<file path="src/rtl/ransac_sample_sequencer.sv">
// ---------------------------------------------------------------------------
// ransac_sample_sequencer
//
// Draws one RANSAC minimal sample: sample_size distinct point indices in
// [0, point_count-1]. Each index is requested from an external
// random_in_range block (base 0, window = latched point_count). Duplicate
// draws are rejected, and the number of rejections per slot is bounded.
//
// Ports
//   clock, reset          rising-edge clock, asynchronous active-low reset
//   start_valid/ready     upstream request; point_count captured on handshake
//   point_count           population size
//   rng_ivalid/iready     request channel to random_in_range
//   rng_base              always 0
//   rng_max_offset        latched point_count
//   rng_random            drawn value
//   rng_ovalid/oready     result channel from random_in_range
//   sample_valid/ready    downstream handshake
//   sample_indices        slot i at [i*index_width +: index_width]
//   sample_error          1 = aborted sample, indices are meaningless
// ---------------------------------------------------------------------------
module ransac_sample_sequencer #(
    parameter int index_width = 32,
    parameter int sample_size = 3,
    parameter int max_retries = 15
) (
    input  logic                               clock,
    input  logic                               reset,
    input  logic                               start_valid,
    output logic                               start_ready,
    input  logic [index_width-1:0]             point_count,
    output logic                               rng_ivalid,
    input  logic                               rng_iready,
    output logic [index_width-1:0]             rng_base,
    output logic [index_width-1:0]             rng_max_offset,
    input  logic [index_width-1:0]             rng_random,
    input  logic                               rng_ovalid,
    output logic                               rng_oready,
    output logic                               sample_valid,
    input  logic                               sample_ready,
    output logic [sample_size*index_width-1:0] sample_indices,
    output logic                               sample_error
);

    localparam int slot_w  = (sample_size > 1) ? $clog2(sample_size) : 1;
    // Must hold max_retries+1, the value at which the slot aborts.
    localparam int retry_w = $clog2(max_retries + 2);

    typedef enum logic [1:0] {
        S_IDLE,
        S_REQ,
        S_WAIT,
        S_DONE
    } state_t;

    state_t                           state_q, state_d;
    logic [index_width-1:0]           count_q;
    logic [slot_w-1:0]                slot_q;
    logic [retry_w-1:0]               retry_q;
    logic [sample_size*index_width-1:0] indices_q;
    logic                             error_q;

    logic                             too_small;
    logic                             duplicate;
    logic                             last_slot;
    logic [retry_w-1:0]               retry_next;
    logic                             abort;

    assign too_small  = point_count < index_width'(sample_size);
    assign last_slot  = slot_q == slot_w'(sample_size - 1);
    assign retry_next = retry_q + retry_w'(1);
    assign abort      = retry_next > retry_w'(max_retries);

    // Compare the incoming draw against every slot already filled.
    always_comb begin
        // NOTE: default assignment first so no path leaves duplicate unassigned, which would infer a latch.
        duplicate = 1'b0;
        for (int i = 0; i < sample_size; i++) begin
            if (i < int'(slot_q) &&
                indices_q[i*index_width +: index_width] == rng_random) begin
                duplicate = 1'b1;
            end
        end
    end

    // State register
    always_ff @(posedge clock or negedge reset) begin
        // NOTE: sequential state uses non-blocking assignments so every register samples pre-edge values.
        if (!reset) state_q <= S_IDLE;
        else        state_q <= state_d;
    end

    // Next-state logic
    always_comb begin
        state_d = state_q;
        unique case (state_q)
            S_IDLE: if (start_valid) state_d = too_small ? S_DONE : S_REQ;
            S_REQ:  if (rng_iready)  state_d = S_WAIT;
            S_WAIT: begin
                if (rng_ovalid) begin
                    if (!duplicate) state_d = last_slot ? S_DONE : S_REQ;
                    else            state_d = abort     ? S_DONE : S_REQ;
                end
            end
            S_DONE: if (sample_ready) state_d = S_IDLE;
            default: state_d = S_IDLE;
        endcase
    end

    // Output decode
    always_comb begin
        start_ready  = 1'b0;
        rng_ivalid   = 1'b0;
        rng_oready   = 1'b0;
        sample_valid = 1'b0;
        unique case (state_q)
            S_IDLE:  start_ready  = 1'b1;
            S_REQ:   rng_ivalid   = 1'b1;
            S_WAIT:  rng_oready   = 1'b1;
            S_DONE:  sample_valid = 1'b1;
            default: start_ready  = 1'b0;
        endcase
    end

    // Datapath: latched count, slot/retry counters, accepted indices, error.
    always_ff @(posedge clock or negedge reset) begin
        if (!reset) begin
            count_q   <= '0;
            slot_q    <= '0;
            retry_q   <= '0;
            // NOTE: the index store is a handful of flops, not a RAM, so it is reset along with the rest.
            indices_q <= '0;
            error_q   <= 1'b0;
        end else begin
            if (state_q == S_IDLE && start_valid) begin
                count_q <= point_count;
                slot_q  <= '0;
                retry_q <= '0;
                error_q <= too_small;
            end else if (state_q == S_WAIT && rng_ovalid) begin
                if (!duplicate) begin
                    indices_q[int'(slot_q)*index_width +: index_width] <= rng_random;
                    retry_q <= '0;
                    if (!last_slot) slot_q <= slot_q + slot_w'(1);
                end else begin
                    retry_q <= retry_next;
                    if (abort) error_q <= 1'b1;
                end
            end
        end
    end

    assign rng_base       = '0;
    assign rng_max_offset = count_q;
    assign sample_indices = indices_q;
    assign sample_error   = error_q;

    // The generator must stay inside the window it was given.
    a_rng_in_range: assert property (@(posedge clock) disable iff (!reset)
        (state_q == S_WAIT && rng_ovalid) |-> (rng_random < count_q));

endmodule

</file>
<file path="config.mk">
export PLATFORM = sky130hd
export DESIGN_NAME = ransac_sample_sequencer
export DESIGN_NICKNAME = d
export VERILOG_FILES = /design/src/rtl/ransac_sample_sequencer.sv
export SDC_FILE = /design/constraint.sdc
export NUM_CORES = 1
export LEC_CHECK = 0
export ABC_AREA = 0
export CORE_MARGIN = 8
export CORE_UTILIZATION = 45
export CTS_CLUSTER_SIZE = 8
export DETAILED_ROUTE_END_ITERATION = 12
export GPL_TIMING_DRIVEN = 0
export PLACE_DENSITY = 0.87
export SYNTH_ARGS = -nofsm -noshare
export SYNTH_HDL_FRONTEND = slang
export SYNTH_SLANG_ARGS = --single-unit
</file>
<file path="constraint.sdc">
create_clock -name clock -period 3.9 [get_ports clock]
set_input_delay 0.975 -clock clock [delete_from_list [all_inputs] [get_ports clock]]
set_output_delay 0.975 -clock clock [all_outputs]
set_load 0.005 [all_outputs]
</file>
# Word level (Yosys, flattened, before mapping)

Cells that the tools add are included.

Bits in read-only memories: 0
Logic and storage cells: 72
RAM bits: 0
Bits in latches: 0
Input bits: 70
Memories kept: 0
Flip-flop bits (word level): 138

Equality and inequality tests: 13
Shift-type cells: 2
Mux-type cells: 28
Bitwise gates (word level): 2
Multipliers: 0
$add $sub $neg: 3
Divide/modulo/power cells: 0
Reduce and logical (&&, ||, !) cells: 13
Magnitude comparators: 5

Operators with widths:

| cell                                                                           | number |
|---|---|
| 96-bit bitwise mux                                                             | 1 |
| 32-bit == test                                                                 | 3 |
| 32-bit by 33-bit variable shift with 96-bit output (first input constant)      | 1 |
| 32-bit by 33-bit indexed part select with 96-bit output                        | 1 |
| 7-bit negator with 33-bit output                                               | 1 |
| 32-bit by 2-bit less-than comparator with 1-bit output (second input constant) | 1 |
| 2-bit 2-to-1 mux                                                               | 12 |
| 5-bit 2-to-1 mux                                                               | 3 |
| 1-bit 2-to-1 mux                                                               | 11 |
| 3-bit AND reduction                                                            | 3 |
| 2-bit inequality test (second input constant)                                  | 4 |
| 2-bit one-hot mux with 4 select lines                                          | 1 |
| 2-bit == test (second input constant)                                          | 3 |
| 2-bit nonzero test                                                             | 3 |
| 5-bit by 1-bit adder with 5-bit output (second input constant)                 | 1 |
| 5-bit by 4-bit > comparator with 1-bit output (second input constant)          | 1 |
| 1-bit logical AND                                                              | 5 |
| 1-bit by 2-bit less-than comparator with 1-bit output (first input constant)   | 2 |
| 2-bit by 1-bit inequality test with 1-bit output (second input constant)       | 2 |
| 4-bit AND reduction                                                            | 1 |
| 2-bit by 1-bit adder with 2-bit output (second input constant)                 | 1 |
| 2-bit by 1-bit == test with 1-bit output (second input constant)               | 1 |
| 2-bit zero test                                                                | 1 |
| 2-bit less-than comparator (first input constant)                              | 1 |
| 1-bit NOT                                                                      | 2 |

# Depth between registers and ports, before layout

Depth after elaboration: 8
Depth in mapped cells: 10
Gate-level depth less buffers: 7

# Worst setup path before layout

OpenSTA, ideal clock, no wires.

Kind: input-to-reg
Start point: input port rng_random[26]
End point: register indices_q[0], in the netlist sample_indices[0]
Library setup time: 79 ps
Cell stages on the path: 9
Slack: 1,280 ps
Arrival time: 2,541 ps
Path buffers: 3
Path through: buf_6 > a221o_1 > nor4_2 > nand4_1 > o211a_1 > buf_6 > nand3_4 > buf_12 > mux2i_1

Word-level cells in the longest chain between the ends: 7
Elaborated cells between the ends (all ways): 13
Classes of those cells: 3 x eq/ne; 1 x shift; 4 x mux; 1 x bitwise; 4 x reduce/logical

RTL lines:

| element                         | RTL line | RTL |
|---|---|---|
| from (decl)                     | 36       | `input logic [index_width-1:0] rng_random,` |
| 32-bit == test                  | 80       | `indices_q[i*index_width +: index_width] == rng_random) begin` |
| 1-bit logical AND               | 79       | `if (i < int'(slot_q) &&` |
| 1-bit 2-to-1 mux (3 in series)  | 79       |  |
| 1-bit NOT (no line)             | n/a      |  |
| 3-bit AND reduction (no line)   | n/a      |  |
| to (signal, indexed assignment) | 142      | `indices_q[int'(slot_q)*index_width +: index_width] <= rng_random;` |
| to (decl)                       | 60       | `logic [sample_size*index_width-1:0] indices_q;` |

Several ways; a longest one is shown, not always the timed one.
A chain may end at the register's enable or synchronous reset.

# Final worst setup path

Start point: input port rng_random[5]
End point: register retry_q[1]

Word-level cells in the longest chain between the ends: 8
Elaborated cells between the ends (all ways): 12
Classes of those cells: 3 x eq/ne; 6 x mux; 3 x reduce/logical

RTL lines:

| element                        | RTL line | RTL |
|---|---|---|
| 32-bit == test                 | 80       |  |
| 1-bit logical AND              | 79       |  |
| 1-bit 2-to-1 mux (2 in series) | 79       |  |
| 1-bit 2-to-1 mux (*)           | 79       |  |
| 5-bit 2-to-1 mux (*)           | 141      | `if (!duplicate) begin` |
| 5-bit 2-to-1 mux (*)           | 140      | `end else if (state_q == S_WAIT && rng_ovalid) begin` |
| 5-bit 2-to-1 mux (*)           | 135      | `if (state_q == S_IDLE && start_valid) begin` |
| to (signal assigned)           | 146      | `retry_q <= retry_next;` |
| to (decl)                      | 59       | `logic [retry_w-1:0] retry_q;` |

Every way passes the cells marked *; elsewhere a longest branch is shown, timed or not. The select of a mux whose other input is x is not followed.

==> impl_metrics.ini <==
[pwr]
power-per-cell-area_nw_per_um2 = 746.7
ir_drop_v = 0.0004948
leakage_nw = 5.122
power_mw = 7.787
power.clock.fraction_pct = 18.1
pwr-share-seq_pct = 34.5
p_sw_mw = 2.791
switching_share_pct = 35.84
pwr-share-comb_pct = 47.4
power.internal_mw = 4.997

[synth]
synthesis.instances = 769
synth_largest_type_area_fraction_pct = 44.24
asyncSetResetFlopFracSynth_pct = 100.0
synth_largest_area_cell = dfrtp_1
most_area_consuming_cells_after_synthesis = dfrtp_1 (44%), mux2i_1 (12%), xnor2_1 (7.3%)
synth_commonest_cells = dfrtp_1 (138), nand2_1 (107), inv_1 (101), mux2i_1 (96), xnor2_1 (65)
yosysSeqAreaShare_pct = 44.24
synth.area.mux_share_pct = 16.93
number_of_library_cell_types_mapped_by_synthesis = 42
synthXorXnorAreaFrac_pct = 10.10
synth_seq_cells = 138
number_of_enable_flip_flop_cells_after_synthesis = 0
synth-warning-count = 0
synth_simple_gate_area_share_pct = 11.48
most_frequent_cell_after_synthesis = dfrtp_1
avg_cell_area_syn_sq_um = 10.15
synthesized_area_sq_um = 7806
yosys_most_used_dff = dfrtp_1
synth_fa_ha_area_share_pct = 1.282
synth_top_family_by_area = multiplexers
synth_compound_gate_area_share_pct = 2.516

[detailed_routing]
viasPerCell = 4.957
drt-initial-drc-count = 343
route.detailed.wl_per_inst_um = 19.44
finalWirelength_um = 23810
vias = 6072
firstDrtPassIters = 4
drcViolationCount = 0
antenna_left = 0

[cells_and_area]
num-nets-final = 1068
post_route_cells_drive_above_1_share_pct = 14.03
fill_cells = 1418
area.growth.synth_to_final_pct = 33.60
utilization_pct = 60.93
final_cell_count_no_fill = 1225

[critical_path]
cp-startpoint = rng_random[5]
r2r_slack_ns = 1.34
worst-setup-path-type = in -> reg
worst_r2r_startpoint = sample_indices[37]
critPathCapture = retry_q[1]
worstRegToRegCells = 6
critical_path_peak_fanout = 6
cp-end-kind = flip-flop
cp.required_ns = 4.23
worst_ep_arrival_time_ns = 3.21
setup.worst_path.start_class = input pin
rr_endpoint = retry_q[1]

[timing]
timing_worst_slew_pin_value_ns = 0.7193
report.final.setup_viol = 0
finalMaxSlewViolations = 0
fin_worst_skew_ns = 0.009949
setup_repair_after_global_routing_missed_its_margin = no
finalCriticalPeriod_ns = 2.885
slew_headroom_pct = 52.04
max_freq_mhz = 346.6
final-hold-violation-count = 0
period_share_pct = 73.98
worst_hold_slack_ns = 0.5066

[placed_design]
gp_congestion = 0.8329
dp.cells = 1196
place_hpwl_um = 18290
io_buffer_count = 170

[clocking]
cts-hold-fix-buffers = 0
cts-root-buf = clkbuf_16
cts.htree.levels = 4
clk_transition_reported_paths_ns = 0.05
cts_inserted_buffers = 17
cts.sinks = 138
tritoncts = done
cts.repair.resized = 0
postCtsSetupRepairBufs = 0
clock_path_buffers = 2
clock_insertion_delay_worst_skew_ns = 0.43

[floorplanning]
chipHeight_um = 147.7
top_level_ports = 235
die_area_sq_um = 21820
initial_core_util_pct = 45.61
die_w_um = 147.7
fp-row-count = 48
core_area_sq_um = 17120

[global_route]
first_global_vias = 6585
global_route_wire_length_before_repair_um = 36970
globalRoute.totalOverflow = 0
grt_max_degree = 75
global_route.usage.total_pct = 22.21
antenna_found_initial = 1

[outcome]
run_status = completed

[job]
timing.max_cap.violations = 0

[min_path]
timing.hold.worst_path_depth = 1
hold_crit_class = reg -> reg
how the worst min path moves through the flow:
stage,from,endpoint,slack (ns)
6_report,rng_max_offset[6],rng_max_offset[6],0.51
5_1_grt,rng_max_offset[10],rng_max_offset[10],0.52
4_1_cts,rng_max_offset[10],rng_max_offset[10],0.51
3_5_place_dp,rng_max_offset[3],rng_max_offset[3],0.50
3_3_place_gp,rng_max_offset[12],rng_max_offset[12],0.49
2_1_floorplan,retry_q[1],retry_q[1],0.50
routing by layer:
layer  global-route usage [%]  up-vias  wire length, um
met5                        0        -                0
met4                    9.383        0              689
met3                    10.42       47             2837
met2                    35.80      272            11090
met1                    24.84     2913             9196
li1                         -     2840                -
power by group through the flow:
stage          Sequential [mW]  Clock, mW  Combinational, mW
4_1_cts                   2.68       1.42               3.73
5_1_grt                   2.77       1.48               4.01
2_1_floorplan             2.65          0               1.64
6_report                  2.69       1.41               3.69
3_5_place_dp              2.70          0               3.70
3_3_place_gp              2.66          0               3.60
cells in the final DEF, fill, tap and decap left out, drive strengths merged, types with 2 or more instances in the layout:
| cell type | netlist | final |
|---|---|---|
| o21ai | 10 | 10 |
| and3 | 2 | 2 |
| a21oi | 5 | 5 |
| nor3b | 3 | 3 |
| nor4 | 16 | 16 |
| dfrtp | 138 | 138 |
| nand3 | 13 | 13 |
| nand4 | 16 | 16 |
| o2111ai | 2 | 2 |
| nor2b | 5 | 5 |
| diode | 0 | 2 |
| clkbuf | 11 | 33 |
| xor2 | 25 | 25 |
| mux2 | 32 | 32 |
| nor2 | 6 | 6 |
| and2 | 3 | 3 |
| o22ai | 2 | 2 |
| nand2b | 6 | 6 |
| conb | 1 | 32 |
| nor3 | 5 | 5 |
| clkinv | 0 | 5 |
| nand2 | 107 | 107 |
| xnor2 | 65 | 65 |
| buf | 78 | 80 |
| clkdlybuf4s50 | 0 | 169 |
| ha | 8 | 8 |
| o211ai | 2 | 2 |
| mux2i | 96 | 96 |
| inv | 101 | 101 |
critical path, stage by stage:
cell,delay (ns)
buf_2,0.15
xor2_1,0.17
nor4_1,0.62
nand4_1,0.28
o211ai_1,0.54
nand2_1,0.23
o21ai_0,0.25
layout make-up:
cell class / count / area (sq um) / area share (%)
clock buffer: 22 / 464.2 / 4.451
antenna: 2 / 5.005 / 0.04799
inverter: 101 / 379.1 / 3.635
multi-input combinational: 472 / 3422 / 32.81
timing repair buffer: 171 / 1730 / 16.59
buffer: 89 / 668.1 / 6.407
sequential: 138 / 3453 / 33.11
tap: 225 / 281.5 / 2.699
clock inverter: 5 / 25.02 / 0.2400
registers in the layout, summed over array words and instances (netlist names):
| register | count |
|---|---|
| retry_q | 5 |
| rng_max_offset | 32 |
| sample_error | 1 |
| sample_indices | 96 |
| slot_q | 2 |
| state_q | 2 |
kinds of logic after synthesis:
family                   after synthesis
buffers and inverters                190
flip-flops                           138
XOR/XNOR                              90
multiplexers                         128
AND/OR/NAND/NOR                      184
AO/OA/AOI/OAI                         30
adder cells (fa/ha/maj)                8
other                                  1
through the flow:
| stage | setup TNS [ns] | setup slack, ns | cell area, sq um |
|---|---|---|---|
| 3_5_place_dp | 0 | 0.6697 | 9935 |
| 4_1_cts | 0 | 1.054 | 10420 |
| 5_1_grt | 0 | 0.8292 | 10430 |
| 3_3_place_gp | -524.13 | -3.812 | 9906 |
| 6_report | 0 | 1.015 | 10430 |
| 2_1_floorplan | 0 | 1.280 | 7923 |
Power figures use the tool's default switching activity.
==> RTL change 1: new RTL, same settings <==
Make the reset (`reset`) synchronous in 2 clocked blocks. Comments in the files are not updated.
--- a/src/rtl/ransac_sample_sequencer.sv
+++ b/src/rtl/ransac_sample_sequencer.sv
@@ -84,7 +84,7 @@
     end
 
     // State register
-    always_ff @(posedge clock or negedge reset) begin
+    always_ff @(posedge clock) begin
         // NOTE: sequential state uses non-blocking assignments so every register samples pre-edge values.
         if (!reset) state_q <= S_IDLE;
         else        state_q <= state_d;
@@ -123,7 +123,7 @@
     end
 
     // Datapath: latched count, slot/retry counters, accepted indices, error.
-    always_ff @(posedge clock or negedge reset) begin
+    always_ff @(posedge clock) begin
         if (!reset) begin
             count_q   <= '0;
             slot_q    <= '0;
Behaviour: differs if reset is asserted again (counterexample within 4 cycles, from zero or initial values and one cycle with reset low); with reset held inactive, the same outputs for 4 cycles.
==> RTL change 1 against the unedited design <==
- area after synthesis barely moved
- setup slack better by 0.13 ns
- sequential cell count is the same
- sequential share of layout area fell by 6.7 points
- cell area is 0.18% higher
- wire length is 6.2% higher
- largest cell class is now multi-input combinational cells
- hold slack worse by 0.043 ns
- critical endpoint is now rng_ivalid
- count of clock-buffer cells in the layout decreased by 4
Power is not compared: it rests on default switching activity, and its combinational part moved more than twofold at a synthesized area within 25%.
==> RTL change 1: results (changes against the unedited design) <==
- Run status: finished, final reports clean
- Die area: 21,810 um^2 (about the same)
- Maximum fanout encountered on the critical timing path: 9 (+3)
- Mean area per synthesized cell: 8.128 um^2 (-20%)
- DP Wirelength: 19,780 um (+8.1%)
- Register area: 2763 um^2 (-20%)
- Clock buffer count in the final layout: 18 (-18%)
- Hold Startpoint: rng_max_offset[11]
- Ratio of cells with drive above 1 in the final layout: 19.30% (+5.3 points)
- Arrival time at the worst endpoint: 1.78 ns (-1.43 ns)
- Count of plain and timing-repair buffers: 285 (+9.6%)
- Tightest hold margin: 0.4636 ns (-0.04298 ns)
- Startpoint of the worst-slack reg-to-reg timing path: slot_q[0]
- Seq/Total Area, Yosys: 35.41% (-8.8 points)
- Ranking of synthesized cells by instance count: sky130_fd_sc_hd__nand2_1, sky130_fd_sc_hd__dfxtp_1, sky130_fd_sc_hd__or2_2, sky130_fd_sc_hd__a21boi_1, sky130_fd_sc_hd__xnor2_1
- Async set-or-reset flop fraction in the synthesized netlist: 0% (-100 points)
- Critical Path Source: state_q[0]
- Non-clock buffer contribution to total cell area: 23.04% (+0.043 points)
- Share of cell area taken by muxes after synthesis: 0.6414% (-16 points)
- Wire length of the first global-routing pass: 38,940 um (+5.3%)
- Area used by multi-input combinational logic: 4422 um^2 (+29%)
- Total number of sequential cells: 138 (unchanged)
- Diode count: 1 (-1)
- Share of synthesized cell area in full adder, half adder and majority cells: 1.283% (about the same)
- Largest incremental delay on the critical path: 0.53 ns (-0.09 ns)
- Number of filler instances in the final layout: 1,449 (+2.2%)
- Cell with the largest stage delay on the worst path: sky130_fd_sc_hd__clkdlybuf4s50_1
- Minimum setup slack among reg-to-reg paths: 1.18 ns (-0.16 ns)
- Overall fraction of global-route tracks in use: 22.59% (+0.39 points)
- Nets: 1,257 (+18%)
- Least-Margin Pin Slew: 0.8318 ns (+0.1125 ns)
- Cell family contributing the most delay on the critical path: buffers and inverters
- Placer congestion estimate: 0.8640 (+3.7%)
- Share of the synthesized area in compound gates (AO/OA/AOI/OAI): 13.68% (+11 points)
- Mean routed wirelength per cell: 17.83 um (-8.3%)
- Cell area after placement: 9892 um^2 (-0.43%)
- Number of distinct library cells after synthesis: 41 (-2.4%)
- Synthesized-area fraction occupied by xor and xnor cells: 11.45% (+1.4 points)
- # port buffers: 169 (-0.59%)
- Setup Slack @ Placement: 0.8813 ns (+0.2116 ns)
- Share of the clock period used by the worst path: 70.65% (-3.3 points)
- Multi-input combinational cell count: 732 (+55%)
- Fraction of standard cell area in multi-input logic: 42.32% (+9.5 points)
- Ys flop type: sky130_fd_sc_hd__dfxtp_1
- Non-clock inverter count in the final layout: 5 (-95%)
- Clock-cell share: 5.293% (+0.60 points)
- DR vias/cell: 5.097 (+2.8%)
- Via count of the first global-routing pass: 7,208 (+9.5%)
- Count of TritonRoute iterations in the first routing pass: 5 (+1)
## RTL change 1: routing by layer
layer | track usage (%) | wire, um | up-vias
met1 | 26.10 | 9869 | 3375
met5 | 0 | 0 | -
met4 | 7.904 | 728 | 0
li1 | - | - | 3477
met2 | 37.82 | 12040 | 325
met3 | 8.224 | 2652 | 50
## RTL change 1: worst paths after layout
| kind | endpoint | depth (start not counted) |
|---|---|---|
| setup / recovery | rng_ivalid | 3 |
| setup reg to reg | sample_indices[66] | 7 |
| hold / removal | rng_max_offset[11] | 2 |
| hold reg to reg | rng_max_offset[11] | 2 |
## RTL change 1: cells by family (layout without fill, tap and decap cells)
kind of cell | Yosys count | after routing
and+or+nand+nor | 445 | 445
muxes | 5 | 5
other | 1 | 33
DFF | 138 | 138
xor gates and xnor gates | 96 | 96
buffers and inverters | 121 | 322
adders and majority gates | 8 | 8
AOI/OAI and AO/OA | 146 | 146
==> RTL change 2: new RTL, same flow settings <==
Made on the original files. Change the parameter `max_retries` from 15 to 16.
--- a/src/rtl/ransac_sample_sequencer.sv
+++ b/src/rtl/ransac_sample_sequencer.sv
@@ -22,7 +22,7 @@
 module ransac_sample_sequencer #(
     parameter int index_width = 32,
     parameter int sample_size = 3,
-    parameter int max_retries = 15
+    parameter int max_retries = 16
 ) (
     input  logic                               clock,
     input  logic                               reset,
Behaviour: same outputs for any inputs over 4 cycles, from zero or initial values and one cycle with reset low; that may be too few to reach the edited logic, so the function may still have changed.
==> RTL change 2 against the unedited design <==
- total power up 0.80%
- critical path type unchanged
- setup slack worse by 0.33 ns
- cell area up 1.9%
- final cell count up 6.3%
- wire length up 3.8%
- sequential cell count unchanged
- area after synthesis up 1.3%
- synthesized cell count up 9.9%
==> RTL change 2: results (changes against the unedited design) <==
- Mean area per synthesized cell: 9.357 um^2 (-7.8%)
- Critical Path Source: rng_random[11]
- Number of distinct library cells after synthesis: 38 (-9.5%)
- Ratio of cells with drive above 1 in the final layout: 11.05% (-3.0 points)
- Mean routed wirelength per cell: 18.99 um (-2.3%)
- Diode count: 0 (-2)
- Maximum fanout encountered on the critical timing path: 10 (+4)
- Cell with the largest stage delay on the worst path: sky130_fd_sc_hd__nor3_2
- Minimum setup slack among reg-to-reg paths: 1.02 ns (-0.32 ns)
- Number of filler instances in the final layout: 1,363 (-3.9%)
- Maximum resistive drop on vdd: 0.4195 mV (-15%)
- Setup Slack @ Placement: 0.3490 ns (-0.3207 ns)
- Count of TritonRoute iterations in the first routing pass: 5 (+1)
- Slack of the critical path: 0.6846 ns (-0.3304 ns)
- Ranking of synthesized cells by instance count: sky130_fd_sc_hd__nand2_1, sky130_fd_sc_hd__dfrtp_1, sky130_fd_sc_hd__inv_1, sky130_fd_sc_hd__mux2i_1, sky130_fd_sc_hd__xor2_1
- Startpoint of the worst-slack reg-to-reg timing path: sample_indices[43]
- Run status: finished, final reports clean
- Overall fraction of global-route tracks in use: 22.11% (-0.096 points)
- Worst Reg-to-Reg Cells: 8 (+2)
- Non-filler cells, final: 1,302 (+6.3%)
- Placer congestion estimate: 0.8802 (+5.7%)
- Nets: 1,143 (+7.0%)
- Largest incremental delay on the critical path: 0.55 ns (-0.07 ns)
- Seq/Total Area, Yosys: 43.68% (-0.56 points)
- Relative slew slack: 45.27% (-6.8 points)
- Hold path depth: 2 (+1)
- Wire length of the first global-routing pass: 37,780 um (+2.2%)
- DR vias/cell: 5.054 (+2.0%)
- Top post-synthesis cells by area: sky130_fd_sc_hd__dfrtp_1, sky130_fd_sc_hd__mux2i_1, sky130_fd_sc_hd__nand2_1, sky130_fd_sc_hd__xor2_1, sky130_fd_sc_hd__inv_1
- Clk_skew: 0.01021 ns (+0.0002586 ns)
- Arrival time at the worst endpoint: 3.54 ns (+0.33 ns)
- Most numerous cell in the Yosys netlist: sky130_fd_sc_hd__nand2_1
- DP Wirelength: 18,610 um (+1.8%)
==> RTL change 2: metrics by stage <==
step,cell area (um^2),hold WS [ns]
2_1_floorplan,8023,0.4697
3_3_place_gp,10010,0.4562
3_5_place_dp,10030,0.4616
4_1_cts,10630,0.4758
5_1_grt,10630,0.4939
6_report,10630,0.4710
==> RTL change 2: final cells by class <==
| class | instances | area share (%) |
|---|---|---|
| clock inverter | 10 | 1.354 |
| tap | 225 | 2.650 |
| sequential | 138 | 32.50 |
| clock buffer | 20 | 4.204 |
| buffer | 97 | 6.806 |
| timing repair buffer | 171 | 16.29 |
| inverter | 97 | 3.427 |
| multi-input combinational | 544 | 32.77 |
==> RTL change 2: kinds of logic (layout without fill, tap and decap cells) <==
family	Yosys count	in the layout	synth area share [%]
other cells	1	32	0.04743
simple gates	289	289	16.20
mux	99	99	12.68
compound gates	20	20	1.788
xor+xnor	97	97	10.75
flops	138	138	43.68
fa+ha+maj	7	7	1.108
buf+inv	194	395	13.75
==> RTL change 2: worst min-delay path, cell delays in order (launching register included) <==
cell                      delay (ns)
sky130_fd_sc_hd__dfrtp_1        0.34
sky130_fd_sc_hd__nand2_1        0.05
sky130_fd_sc_hd__nand2_1        0.06
==> RTL change 2: where the power goes <==
| group | internal [W] | switching (W) |
|---|---|---|
| Combinational | 0.00191 | 0.00159 |
| Sequential | 0.00208 | 0.000628 |
| Clock | 0.00102 | 0.000623 |
| Total | 0.00501 | 0.00284 |
==> RTL change 2: layer usage <==
layer / track usage [%] / up-vias / part of all wire (%)
met3: 6.989 / 48 / 9.1
li1: - / 3026 / -
met1: 25.77 / 3186 / 40
met5: 0 / - / 0.057
met4: 9.893 / 2 / 3.2
met2: 36.59 / 318 / 48
